## src/rtl/pe_control_sequencer_if.sv

```systemverilog
// pe_control_sequencer_if: scheduler-side handshake plus the control-word bus
// between the layer scheduler (master) and the PE control sequencer (slave).
interface pe_control_sequencer_if #(
    parameter int unsigned depth = 2,
    parameter int unsigned A     = 7
);
    logic             start;
    logic             stall;
    logic [A-1:0]     kRows;
    logic [A-1:0]     kCols;
    logic [depth-1:0] kRowOfst;
    logic [depth-1:0] kColOfst;
    logic [depth-1:0] nRowOfst;
    logic [depth-1:0] nColOfst;
    logic [5:0]       controlSignal;
    logic [depth-1:0] initSettings;
    logic             macValid;
    logic             busy;
    logic             done;

    modport master (
        output start, stall, kRows, kCols, kRowOfst, kColOfst, nRowOfst, nColOfst,
        input  controlSignal, initSettings, macValid, busy, done
    );

    modport slave (
        input  start, stall, kRows, kCols, kRowOfst, kColOfst, nRowOfst, nColOfst,
        output controlSignal, initSettings, macValid, busy, done
    );
endinterface

```

## src/rtl/pe_control_sequencer.sv

```systemverilog
// pe_control_sequencer: global-side driver for the per-PE local store controllers.
// Emits the 6-bit control word {kernelCtrl, neuronCtrl} and initSettings for one
// kernel-window pass: offset loads, INIT, then row-major INCR bursts split by JUMPs.
// Optional macro PE_SEQ_OFFSET_LOAD_EN: when defined, the four offset-load (SET)
// words precede INIT; when undefined, IDLE goes straight to INIT and initSettings is 0.
module pe_control_sequencer #(
    parameter int unsigned depth = 2,
    parameter int unsigned A     = 7
) (
    input logic                   CLK,
    input logic                   RST,
    pe_control_sequencer_if.slave bus
);
    localparam logic [2:0] OpInit    = 3'b000;
    localparam logic [2:0] OpHold    = 3'b001;
    localparam logic [2:0] OpIncr    = 3'b010;
    localparam logic [2:0] OpJump    = 3'b011;
    localparam logic [2:0] OpSetKRow = 3'b100;
    localparam logic [2:0] OpSetKCol = 3'b101;
    localparam logic [2:0] OpSetNRow = 3'b110;
    localparam logic [2:0] OpSetNCol = 3'b111;

    // The state names the word currently on the outputs; each transition also
    // registers the word of the state being entered.
    typedef enum logic [3:0] {
        StIdle,
        StSetKr,
        StSetKc,
        StSetNr,
        StSetNc,
        StInit,
        StRun,
        StJump,
        StDone
    } state_e;

    state_e           state_q;
    logic [A-1:0]     rows_q;
    logic [A-1:0]     cols_q;
    logic [A-1:0]     row_q;
    logic [A-1:0]     col_q;
    logic [5:0]       ctrl_q;
    logic [depth-1:0] init_q;
    logic             mac_q;
    logic             busy_q;
    logic             done_q;

`ifdef PE_SEQ_OFFSET_LOAD_EN
    // kRowOfst is consumed on the start edge itself, so only three need holding.
    logic [depth-1:0] kc_ofst_q;
    logic [depth-1:0] nr_ofst_q;
    logic [depth-1:0] nc_ofst_q;
`else
    logic unused_ofst;
    assign unused_ofst = ^{bus.kRowOfst, bus.kColOfst, bus.nRowOfst, bus.nColOfst};
`endif

    // Drive the bus straight from the registered outputs.
    assign bus.controlSignal = ctrl_q;
    assign bus.initSettings  = init_q;
    assign bus.macValid      = mac_q;
    assign bus.busy          = busy_q;
    assign bus.done          = done_q;

    // Sequencer FSM: state, counters, latched pass parameters and outputs.
    always_ff @(posedge CLK) begin
        if (RST) begin
            state_q   <= StIdle;
            rows_q    <= '0;
            cols_q    <= '0;
            row_q     <= '0;
            col_q     <= '0;
            ctrl_q    <= {OpHold, OpHold};
            init_q    <= '0;
            mac_q     <= 1'b0;
            busy_q    <= 1'b0;
            done_q    <= 1'b0;
`ifdef PE_SEQ_OFFSET_LOAD_EN
            kc_ofst_q <= '0;
            nr_ofst_q <= '0;
            nc_ofst_q <= '0;
`endif
        end else begin
            // Default next word: HOLD/HOLD, no side fields, still inside the pass.
            ctrl_q <= {OpHold, OpHold};
            init_q <= '0;
            mac_q  <= 1'b0;
            busy_q <= 1'b1;
            done_q <= 1'b0;

            unique case (state_q)
                StIdle: begin
                    busy_q <= 1'b0;
                    if (bus.start) begin
                        rows_q    <= bus.kRows;
                        cols_q    <= bus.kCols;
                        row_q     <= '0;
                        col_q     <= '0;
                        busy_q    <= 1'b1;
`ifdef PE_SEQ_OFFSET_LOAD_EN
                        kc_ofst_q <= bus.kColOfst;
                        nr_ofst_q <= bus.nRowOfst;
                        nc_ofst_q <= bus.nColOfst;
                        state_q   <= StSetKr;
                        ctrl_q    <= {OpSetKRow, OpHold};
                        init_q    <= bus.kRowOfst;
`else
                        state_q   <= StInit;
                        ctrl_q    <= {OpInit, OpInit};
`endif
                    end
                end

`ifdef PE_SEQ_OFFSET_LOAD_EN
                StSetKr: begin
                    state_q <= StSetKc;
                    ctrl_q  <= {OpSetKCol, OpHold};
                    init_q  <= kc_ofst_q;
                end

                StSetKc: begin
                    state_q <= StSetNr;
                    ctrl_q  <= {OpHold, OpSetNRow};
                    init_q  <= nr_ofst_q;
                end

                StSetNr: begin
                    state_q <= StSetNc;
                    ctrl_q  <= {OpHold, OpSetNCol};
                    init_q  <= nc_ofst_q;
                end

                StSetNc: begin
                    state_q <= StInit;
                    ctrl_q  <= {OpInit, OpInit};
                    row_q   <= '0;
                    col_q   <= '0;
                end
`endif

                StInit: begin
                    row_q <= '0;
                    col_q <= '0;
                    if (rows_q == '0 || cols_q == '0) begin
                        state_q <= StDone;
                        busy_q  <= 1'b0;
                        done_q  <= 1'b1;
                    end else begin
                        state_q <= StRun;
                        ctrl_q  <= {OpIncr, OpIncr};
                        mac_q   <= 1'b1;
                    end
                end

                // col_q indexes the last INCR issued in this row; a stall leaves it
                // untouched so the sweep resumes at the same position.
                StRun: begin
                    if (bus.stall) begin
                        state_q <= StRun;
                    end else if (col_q == cols_q - A'(1)) begin
                        state_q <= StJump;
                        ctrl_q  <= {OpJump, OpJump};
                    end else begin
                        col_q  <= col_q + A'(1);
                        ctrl_q <= {OpIncr, OpIncr};
                        mac_q  <= 1'b1;
                    end
                end

                StJump: begin
                    col_q <= '0;
                    row_q <= row_q + A'(1);
                    if (row_q == rows_q - A'(1)) begin
                        state_q <= StDone;
                        busy_q  <= 1'b0;
                        done_q  <= 1'b1;
                    end else begin
                        state_q <= StRun;
                        ctrl_q  <= {OpIncr, OpIncr};
                        mac_q   <= 1'b1;
                    end
                end

                StDone: begin
                    state_q <= StIdle;
                    busy_q  <= 1'b0;
                end

                default: begin
                    state_q <= StIdle;
                    busy_q  <= 1'b0;
                end
            endcase
        end
    end
endmodule
```

## src/flat_wrapper.sv

```systemverilog
// flat-port wrapper written by rule: the top's interface ports become plain ports
module pe_control_sequencer_flat 
#(
    parameter int unsigned depth = 2,
    parameter int unsigned A     = 7
)
  (CLK, RST, bus_start, bus_stall, bus_kRows, bus_kCols, bus_kRowOfst, bus_kColOfst, bus_nRowOfst, bus_nColOfst, bus_controlSignal, bus_initSettings, bus_macValid, bus_busy, bus_done);
  pe_control_sequencer_if #(.depth(depth), .A(A)) bus_i ();
  input logic CLK;
  input logic RST;
  input wire logic [$bits(bus_i.start)-1:0] bus_start;
  input wire logic [$bits(bus_i.stall)-1:0] bus_stall;
  input wire logic [$bits(bus_i.kRows)-1:0] bus_kRows;
  input wire logic [$bits(bus_i.kCols)-1:0] bus_kCols;
  input wire logic [$bits(bus_i.kRowOfst)-1:0] bus_kRowOfst;
  input wire logic [$bits(bus_i.kColOfst)-1:0] bus_kColOfst;
  input wire logic [$bits(bus_i.nRowOfst)-1:0] bus_nRowOfst;
  input wire logic [$bits(bus_i.nColOfst)-1:0] bus_nColOfst;
  output wire logic [$bits(bus_i.controlSignal)-1:0] bus_controlSignal;
  output wire logic [$bits(bus_i.initSettings)-1:0] bus_initSettings;
  output wire logic [$bits(bus_i.macValid)-1:0] bus_macValid;
  output wire logic [$bits(bus_i.busy)-1:0] bus_busy;
  output wire logic [$bits(bus_i.done)-1:0] bus_done;
  assign bus_i.start = bus_start;
  assign bus_i.stall = bus_stall;
  assign bus_i.kRows = bus_kRows;
  assign bus_i.kCols = bus_kCols;
  assign bus_i.kRowOfst = bus_kRowOfst;
  assign bus_i.kColOfst = bus_kColOfst;
  assign bus_i.nRowOfst = bus_nRowOfst;
  assign bus_i.nColOfst = bus_nColOfst;
  assign bus_controlSignal = bus_i.controlSignal;
  assign bus_initSettings = bus_i.initSettings;
  assign bus_macValid = bus_i.macValid;
  assign bus_busy = bus_i.busy;
  assign bus_done = bus_i.done;
  pe_control_sequencer #(.depth(depth), .A(A)) u_core (.CLK(CLK), .RST(RST), .bus(bus_i));
endmodule
```

## config.mk

```make
export PLATFORM = sky130hd
export DESIGN_NAME = pe_control_sequencer_flat
export DESIGN_NICKNAME = d
export VERILOG_FILES = /design/src/rtl/pe_control_sequencer_if.sv /design/src/rtl/pe_control_sequencer.sv /design/src/flat_wrapper.sv
export SDC_FILE = /design/constraint.sdc
export NUM_CORES = 1
export LEC_CHECK = 0
export ABC_AREA = 1
export CORE_UTILIZATION = 52
export DETAILED_ROUTE_END_ITERATION = 8
export PLACE_DENSITY = 0.88
export SETUP_SLACK_MARGIN = 0.05
export SLEW_MARGIN = 0
export SYNTH_ARGS = -nofsm -noshare
export SYNTH_HDL_FRONTEND = slang
export SYNTH_SLANG_ARGS = --single-unit
```

## constraint.sdc

```tcl
create_clock -name CLK -period 1.85 [get_ports CLK]
set_clock_uncertainty 0.15 [all_clocks]
set_input_delay 0.4625 -clock CLK [delete_from_list [all_inputs] [get_ports CLK]]
set_output_delay 0.4625 -clock CLK [all_outputs]
set_load 0.01 [all_outputs]
```

Word level (Yosys, flattened, before mapping)
Cells that the tools add are included.
{ "classes": {"eq_ne": 9, "add_sub_neg": 4, "n_reduce_logical": 11, "muxes": 27} }
{ "op_table": {"columns": ["op", "count"], "rows": [
  ["one-hot mux 7 bit (3 select lines)", 2],
  ["two-way mux 4 bit", 7],
  ["one-hot mux 6 bit (4 select lines)", 1],
  ["two-way mux 7 bit", 3],
  ["one-hot mux 4 bit (4 select lines)", 1],
  ["adder 7 x 1 -> 7 bit, second input constant", 2],
  ["equality test 7 bit", 2],
  ["logical NOT 7 bit", 2],
  ["subtractor 7 x 1 -> 7 bit, second input constant", 2],
  ["equality test 4 x 3 -> 1 bit, second input constant", 3],
  ["two-way mux 5 bit", 2],
  ["two-way mux 1 bit", 7],
  ["two-way mux 6 bit", 1],
  ["!= test 2 bit, second input constant", 3],
  ["AND reduction 2 bit", 3],
  ["nonzero test 3 bit", 2],
  ["logical NOT 4 bit", 1],
  ["one-hot mux 1 bit (4 select lines)", 1],
  ["AND reduction 4 bit", 1],
  ["!= test 3 x 2 -> 1 bit, second input constant", 1],
  ["one-hot mux 1 bit (3 select lines)", 1],
  ["one-hot mux 1 bit (2 select lines)", 1],
  ["OR reduction 2 bit", 1],
  ["logical OR 1 bit", 1]
]} }
{ "word_totals": {"regBits": 41, "input_bits": 26, "wordCells": 60, "output_inout_bits": 11} }

Depth between registers and ports, before layout
Gate-level depths: netlist of run 1.
{ "logic_depth": {"depth_word": 5, "ltp_mapped": 13, "mapped_depth_nobuf": 13} }

Worst setup path after synthesis of run 1
Ideal clock, no wire load.
{ "synth_path": {"path_type": "register to register", "from": "register u_core.cols_q[0]", "to": "register u_core.col_q[1]", "stages_incl_launch_ff": 11, "n_path_buf": 0, "setup_ns": 0.116, "arrival_time_ns": 1.437, "period_less_slack_ns": 1.703, "setup_slack_ns": 0.147, "cell_sequence": "dfxtp_1 -> inv_1 -> ha_1 -> xor2_1 -> nand3_1 -> nor2_1 -> nand2_2 -> nand2_4 -> nand2_4 -> nor2_1 -> nor2_1"} }
{ "synth_between": {"elab_chain_cells": 4} }
{ "synth_lines": {"columns": ["element", "line", "rtl"], "rows": [
  ["start: declaration", "pe_control_sequencer.sv:39", "logic [A-1:0] cols_q;"],
  ["start signal: assignment", "pe_control_sequencer.sv:96", "cols_q <= bus.kCols;"],
  ["subtractor 7 x 1 -> 7 bit", "pe_control_sequencer.sv:160", "end else if (col_q == cols_q - A'(1)) begin"],
  ["equality test 7 bit", "pe_control_sequencer.sv:160", null],
  ["!= test 2 bit (no source line)", null, null],
  ["AND reduction 4 bit (no source line)", null, null],
  ["end signal: assignment", "pe_control_sequencer.sv:164", "col_q <= col_q + A'(1);"],
  ["end: declaration", "pe_control_sequencer.sv:41", "logic [A-1:0] col_q;"]
]} }
Every way passes these cells.
A chain may end at the register's enable or synchronous reset.

Worst setup path after layout of run 1
{ "layout_path": {"from": "register u_core.done_q (netlist: u_core.bus.done)", "to": "output bus_done"} }
{ "layout_rtl": {"columns": ["element", "line", "rtl"], "rows": [
  ["start: declaration", "pe_control_sequencer.sv:46", "logic done_q;"],
  ["start signal: assignment", "pe_control_sequencer.sv:77", "done_q <= 1'b0;"],
  ["start signal: assignment", "pe_control_sequencer.sv:89", "done_q <= 1'b0;"],
  ["start signal: assignment", "pe_control_sequencer.sv:147", "done_q <= 1'b1;"],
  ["end: declaration", "flat_wrapper.sv:23", "output wire logic [$bits(bus_i.done)-1:0] bus_done;"]
]} }
No word-level cell between the ends.

==> qor.yml, run 1 <==
min_path:
  min_path_type: "flop to flop"
logic_synthesis:
  ys_types: 30
  avgSynthCellArea_sq_um: 6.97
  synth_top_area_cell: "dfxtp_1"
  synth-seq-area-share: 0.356
  syn_area_sq_um: 2080
  netlist.area_leader.share: 0.356
  yosysWarnings: 0
  synth_cells: 299
  synthTopCellsByArea: "dfxtp_1 (36%), nand2_1 (11%), nand3_1 (7.4%)"
  ys_seq_elements: 37
job:
  cap_violations: 0
clock_tree:
  cts_root_buf: "clkbuf_8"
  cts_hold_buf: 0
  clock_latency_ps: 300
  cts_buffers: 5
  cts_tree: "done"
  clock-sinks: 37
  path_clk_slew_ps: 70
  cts_htree_levels: 2
  max-clock-path-buffers: 2
placed_design:
  routabilityCongestion: 0.857
  port_buffers: 24
  dp_hpwl_mm: 3.19
  place_inst: 372
setup_path:
  path_cells: "clkdlybuf4s50_1"
  end_kind: "output pin"
  cpPeakStageDelay_ps: 530
  cp_num_buf_inv: 1
  crit_arrival_ps: 1140
  worstSetupPathType: "flop to output pin"
  worstSetupStartpointType: "flop"
  worstPathMaxFanout: 1
  crit_path_top_delay_cell: "clkdlybuf4s50_1"
  required_ps: 1240
  crit_family: "buffers and inverters"
finish:
  n_fill_cell: 314
  diodes: 0
  areaGrowthSynthToFinish_pct: 25.0
  final_net_count: 365
  final_cell_mix: "nand2_1 (57), dfxtp_1 (34), inv_1 (32), nand3_1 (29), nor2_1 (26)"
  final_common_cell: "nand2_1"
  drive_above_1_share: 0.165
  layout.cells.non_filler: 382
  fin_util: 0.696
drt:
  num_vias: 1954
  first_pass_iters: 4
  wl_per_cell_microns: 12.2
  drt_iter0_drc: 119
  ant_nets: 0
  drcViolationCount: 0
  viasPerCell: 5.12
  wirelength_mm: 4.64
grt:
  antenna_found_initial: 0
  grt_usage: 0.232
  grt_pass1_vias: 1807
  overflow: 0
  grt_pass1_wl_mm: 7.55
  grt_start_max_net_pins: 30
sta:
  rsz0062_at_grt: "true"
  period_minus_slack_ps: 1750
  final_hold_viol_count: 0
  setup_violations: 0
  fin_crit_sh: 0.947
  setup_tns_ps: 0
  fmax_mhz: 571
  final-max-slew-violation-count: 0
die:
  io_pins: 37
  start_util: 0.556
  dieHeight_microns: 65.3
  core_area_sq_um: 3740
  die_area_sq_um: 4260
  rows: 22
  die_w_microns: 65.3
status:
  status: "completed"
power_and_ir_drop:
  power_leakage_nw: 1.20
  power.density_nw_per_um2: 842
  total_power_mw: 2.19
  peakVddDrop_v: 0.000514
[worst min-delay path, stage by stage, from the launching register on]
cell     delay (ps)
dfxtp_1         330
inv_1            50
a21oi_1          50
[final cells by class]
| cell class | instances | area [sq um] | share of cell area |
|---|---|---|---|
| well taps | 48 | 60.1 | 0.0231 |
| clock inverters | 1 | 5.00 | 0.00192 |
| multi-input cells | 217 | 1220 | 0.470 |
| clock buffers | 7 | 96.3 | 0.0370 |
| flip-flops and latches | 37 | 744 | 0.286 |
| inverters | 36 | 135 | 0.0519 |
| repair buffers | 36 | 340 | 0.131 |
[state kept, by name (all words and copies together), names as in the netlist]
signal	count
u_core.row_q	7
u_core.cols_q	7
u_core.bus.busy	1
u_core.col_q	7
u_core.bus.macValid	1
u_core.bus.controlSignal	2
u_core.rows_q	7
u_core.state_q	4
u_core.bus.done	1
[power by group]
part	total [mW]	switching, mW	leakage (nW)	internal (mW)
combinational	0.660	0.370	0.842	0.289
clock	0.627	0.290	0.0542	0.337
sequential	0.907	0.0530	0.303	0.854
total	2.19	0.714	1.20	1.48
[worst paths after layout]
| check | cells past startpoint | slack, ps | endpoint | startpoint |
|---|---|---|---|---|
| max | 1 | 100 | bus_done | u_core.bus.done |
| min | 2 | 330 | u_core.rows_q[5] | u_core.rows_q[5] |
| max reg2reg | 13 | 100 | u_core.col_q[1] | u_core.cols_q[1] |
| min reg2reg | 2 | 330 | u_core.rows_q[5] | u_core.rows_q[5] |
[layer usage]
layer / GRT usage / up-vias / share of wire
li1: - / 1009 / -
met1: 0.263 / 886 / 0.43
met2: 0.410 / 46 / 0.51
met3: 0.0521 / 13 / 0.044
met4: 0.106 / 0 / 0.025
met5: 0 / - / 0
[cell families after synthesis]
kind of cell | after synthesis | synth area share
flip-flops | 37 | 0.356
other | 1 | 0.00180
AO/OA/AOI/OAI | 43 | 0.108
adder cells (fa/ha/maj) | 6 | 0.0360
AND/OR/NAND/NOR | 146 | 0.321
buffers and inverters | 48 | 0.101
XOR/XNOR | 18 | 0.0757
[synth_stat cells]
master,instances
buf_6,1
o21ai_0,16
nor2_4,1
nand2_4,2
nand3_1,31
dfxtp_1,37
a21oi_2,1
nor3_1,2
and3_4,1
nor3b_1,2
xor2_1,10
and3_1,1
buf_2,1
nand3b_1,2
inv_1,36
buf_4,6
nand4_1,3
nor2_1,32
xnor2_1,8
or2_2,1
o21ai_2,1
ha_1,6
nand2_1,59
clkbuf_1,4
or2_1,1
nand2_2,5
conb_1,1
nor2_2,3
a21oi_1,24
a21o_1,1
[stage by stage]
| stage | setup WS (ps) | hold slack, ps | cell area, sq um |
|---|---|---|---|
| 2_1_floorplan | 147 | 298 | 2090 |
| 3_3_place_gp | -91.4 | 312 | 2390 |
| 3_5_place_dp | -146 | 316 | 2390 |
| 4_1_cts | 46.2 | 328 | 2500 |
| 5_1_grt | -46.0 | 359 | 2610 |
| 6_report | 98.7 | 325 | 2610 |
[what timing repair did]
action,4_1_cts,5_1_grt
cloned,0,0
setup endpoints to repair,11,20
gates resized for setup,4,25
pin swaps,2,12
setup buffers,0,2
Note: power is estimated with default switching activity, not from simulation.
==> run 2, diff against run 1 <==
--- a/config.mk
+++ b/config.mk
@@ -8,6 +8,7 @@
 export ABC_AREA = 1
 export CORE_UTILIZATION = 52
 export DETAILED_ROUTE_END_ITERATION = 8
+export MAX_ROUTING_LAYER = met4
 export PLACE_DENSITY = 0.88
 export SETUP_SLACK_MARGIN = 0.05
 export SLEW_MARGIN = 0
==> run 2 against run 1 <==
  * First-iteration DRC count rose by 11%
  * Clock-buffer cell count did not move
  * Sequential cell count did not move
  * Non-clock buffer count did not move
  * Register-to-register slack barely moved
  * Die area did not move
  * Total power barely moved
  * Sequential share of layout area did not move
  * Largest cell class unchanged
  * Routed wire length did not move
  * Largest power group unchanged
  * Global-route usage rose by 0.63 points
  * Worst setup slack did not move
==> qor.yml, run 2 (synthesis results as in run 1) <==
status:
  status: "completed"
die:
  rows: 22  # unchanged
  die_area_sq_um: 4260  # unchanged
  io_pins: 37  # unchanged
  core_area_sq_um: 3740  # unchanged
  start_util: 0.556  # unchanged
  die_w_microns: 65.3  # unchanged
  dieHeight_microns: 65.3  # unchanged
drt:
  drt_iter0_drc: 132  # +11%
  wl_per_cell_microns: 12.2  # unchanged
  first_pass_iters: 4  # unchanged
  drcViolationCount: 0  # unchanged
  ant_nets: 0  # unchanged
  wirelength_mm: 4.64  # unchanged
  num_vias: 1954  # unchanged
  viasPerCell: 5.12  # unchanged
grt:
  grt_start_max_net_pins: 30  # unchanged
  antenna_found_initial: 0  # unchanged
  overflow: 0  # unchanged
  grt_pass1_vias: 1807  # unchanged
  grt_pass1_wl_mm: 7.55  # unchanged
  grt_usage: 0.238  # +0.00629
power_and_ir_drop:
  netSwitchingPower_uw: 714  # about the same
  combinationalPowerShare: 0.301  # about the same
  seq_power_share: 0.414  # about the same
  p_int_mw: 1.48  # unchanged
  total_power_mw: 2.19  # about the same
  power_leakage_nw: 1.20  # unchanged
  peakVddDrop_v: 0.000514  # about the same
  switching_share: 0.325  # about the same
  p_clk_frac: 0.286  # about the same
  power.density_nw_per_um2: 842  # about the same
setup_path:
  cp_num_buf_inv: 1  # unchanged
  r2r_cells: 13  # unchanged
  r2r-start: "u_core.cols_q[1]"
  worstSetupPathType: "flop to output pin"
  required_ps: 1240  # about the same
  reg2reg_to: "u_core.col_q[1]"
  regToRegSetupSlack_ps: 100  # about the same
  crit_arrival_ps: 1140  # about the same
  worstPathMaxFanout: 1  # unchanged
  crit_family: "buffers and inverters"
  end_kind: "output pin"
  cpPeakStageDelay_ps: 530  # about the same
  path_cells: "clkdlybuf4s50_1"
  worstSetupStartpointType: "flop"
  crit_path_top_delay_cell: "clkdlybuf4s50_1"
finish:
  areaGrowthSynthToFinish_pct: 25.0  # unchanged
  diodes: 0  # unchanged
  final_area_sq_um: 2610  # unchanged
  final_net_count: 365  # unchanged
  drive_above_1_share: 0.165  # unchanged
  final_cell_mix: "nand2_1 (57), dfxtp_1 (34), inv_1 (32), nand3_1 (29), nor2_1 (26)"
  final_common_cell: "nand2_1"
min_path:
  min_from: "u_core.rows_q[5]"
  min_to: "u_core.rows_q[5]"
  min_path_type: "flop to flop"
  min_path_cells: 2  # unchanged
clock_tree:
  clock-sinks: 37  # unchanged
  cts_hold_buf: 0  # unchanged
  cts_tree: "done"
  cts_buffers: 5  # unchanged
  clock_latency_ps: 300  # about the same
  max-clock-path-buffers: 2  # unchanged
  cts_htree_levels: 2  # unchanged
  path_clk_slew_ps: 70  # about the same
  cts_root_buf: "clkbuf_8"
placed_design:
  port_buffers: 24  # unchanged
  dp_hpwl_mm: 3.19  # unchanged
  placed_area_sq_um: 2390  # unchanged
  routabilityCongestion: 0.870  # +1.6%
job:
  cap_violations: 0  # unchanged
sta:
  fin_crit_sh: 0.947  # unchanged
  setup_violations: 0  # unchanged
  final-max-slew-violation-count: 0  # unchanged
  final_hold_viol_count: 0  # unchanged
  period_minus_slack_ps: 1750  # unchanged
  rsz0062_at_grt: "true"
  fmax_mhz: 571  # unchanged
run 2: cell counts in the layout (fill, tap and decap cells not counted):
Identical to the previous run, type by type.
run 2: worst max-delay path by stage:
| stage | start | to | slack, ps | depth (start not counted) |
|---|---|---|---|---|
| 6_report | u_core.bus.done | bus_done | 100 | 1 |
| 5_1_grt | u_core.col_q[1] | u_core.col_q[6] | -50 | 8 |
| 4_1_cts | u_core.cols_q[0] | u_core.bus.macValid | 50 | 10 |
| 3_5_place_dp | bus_start | u_core.row_q[6] | -150 | 7 |
| 3_3_place_gp | bus_start | u_core.row_q[6] | -90 | 7 |
| 2_1_floorplan | u_core.cols_q[0] | u_core.col_q[1] | 150 | 10 |
run 2: repair_timing:
item	CTS	global route
pin swaps	2	12
setup endpoints to repair	11	20
buffers inserted	0	2
gates resized for setup	4	25
endpoints found under the hold margin	0	0
run 2: cell type report:
class	instances	area, sq um
Multi-Input combinational cell	217	1220
Fill cell	314	1140
Sequential cell	37	744
Timing Repair Buffer	36	340
Inverter	36	135
Clock buffer	7	96.3
Tap cell	48	60.1
Clock inverter	1	5.00
run 2: through the flow:
step,instances,util,worst slack (ps),hold slack (ps),TNS [ps]
6_report,382,0.696,98.7,325,0
5_1_grt,382,0.696,-46.0,359,-118
4_1_cts,380,0.668,46.2,328,0
3_5_place_dp,372,0.639,-146,316,-967
3_3_place_gp,372,0.639,-91.4,312,-694
2_1_floorplan,302,-,147,298,0
run 2: per-layer routing:
layer	global-route usage	wire, microns	share of wire	vias up
li1	-	-	-	1009
met1	0.263	1980	0.43	886
met2	0.410	2350	0.51	46
met3	0.0521	202	0.044	13
met4	0.106	115	0.025	0
met5	-	0	0	-
run 2: power groups by stage:
stage                     Clock, mW  Combinational, mW  Sequential, mW
after floorplan                   0              0.426           0.908
after global placement            0              0.568           0.912
after detailed placement          0              0.582           0.914
after CTS                     0.635              0.594           0.897
after global routing          0.667              0.745           0.911
final                         0.627              0.660           0.907
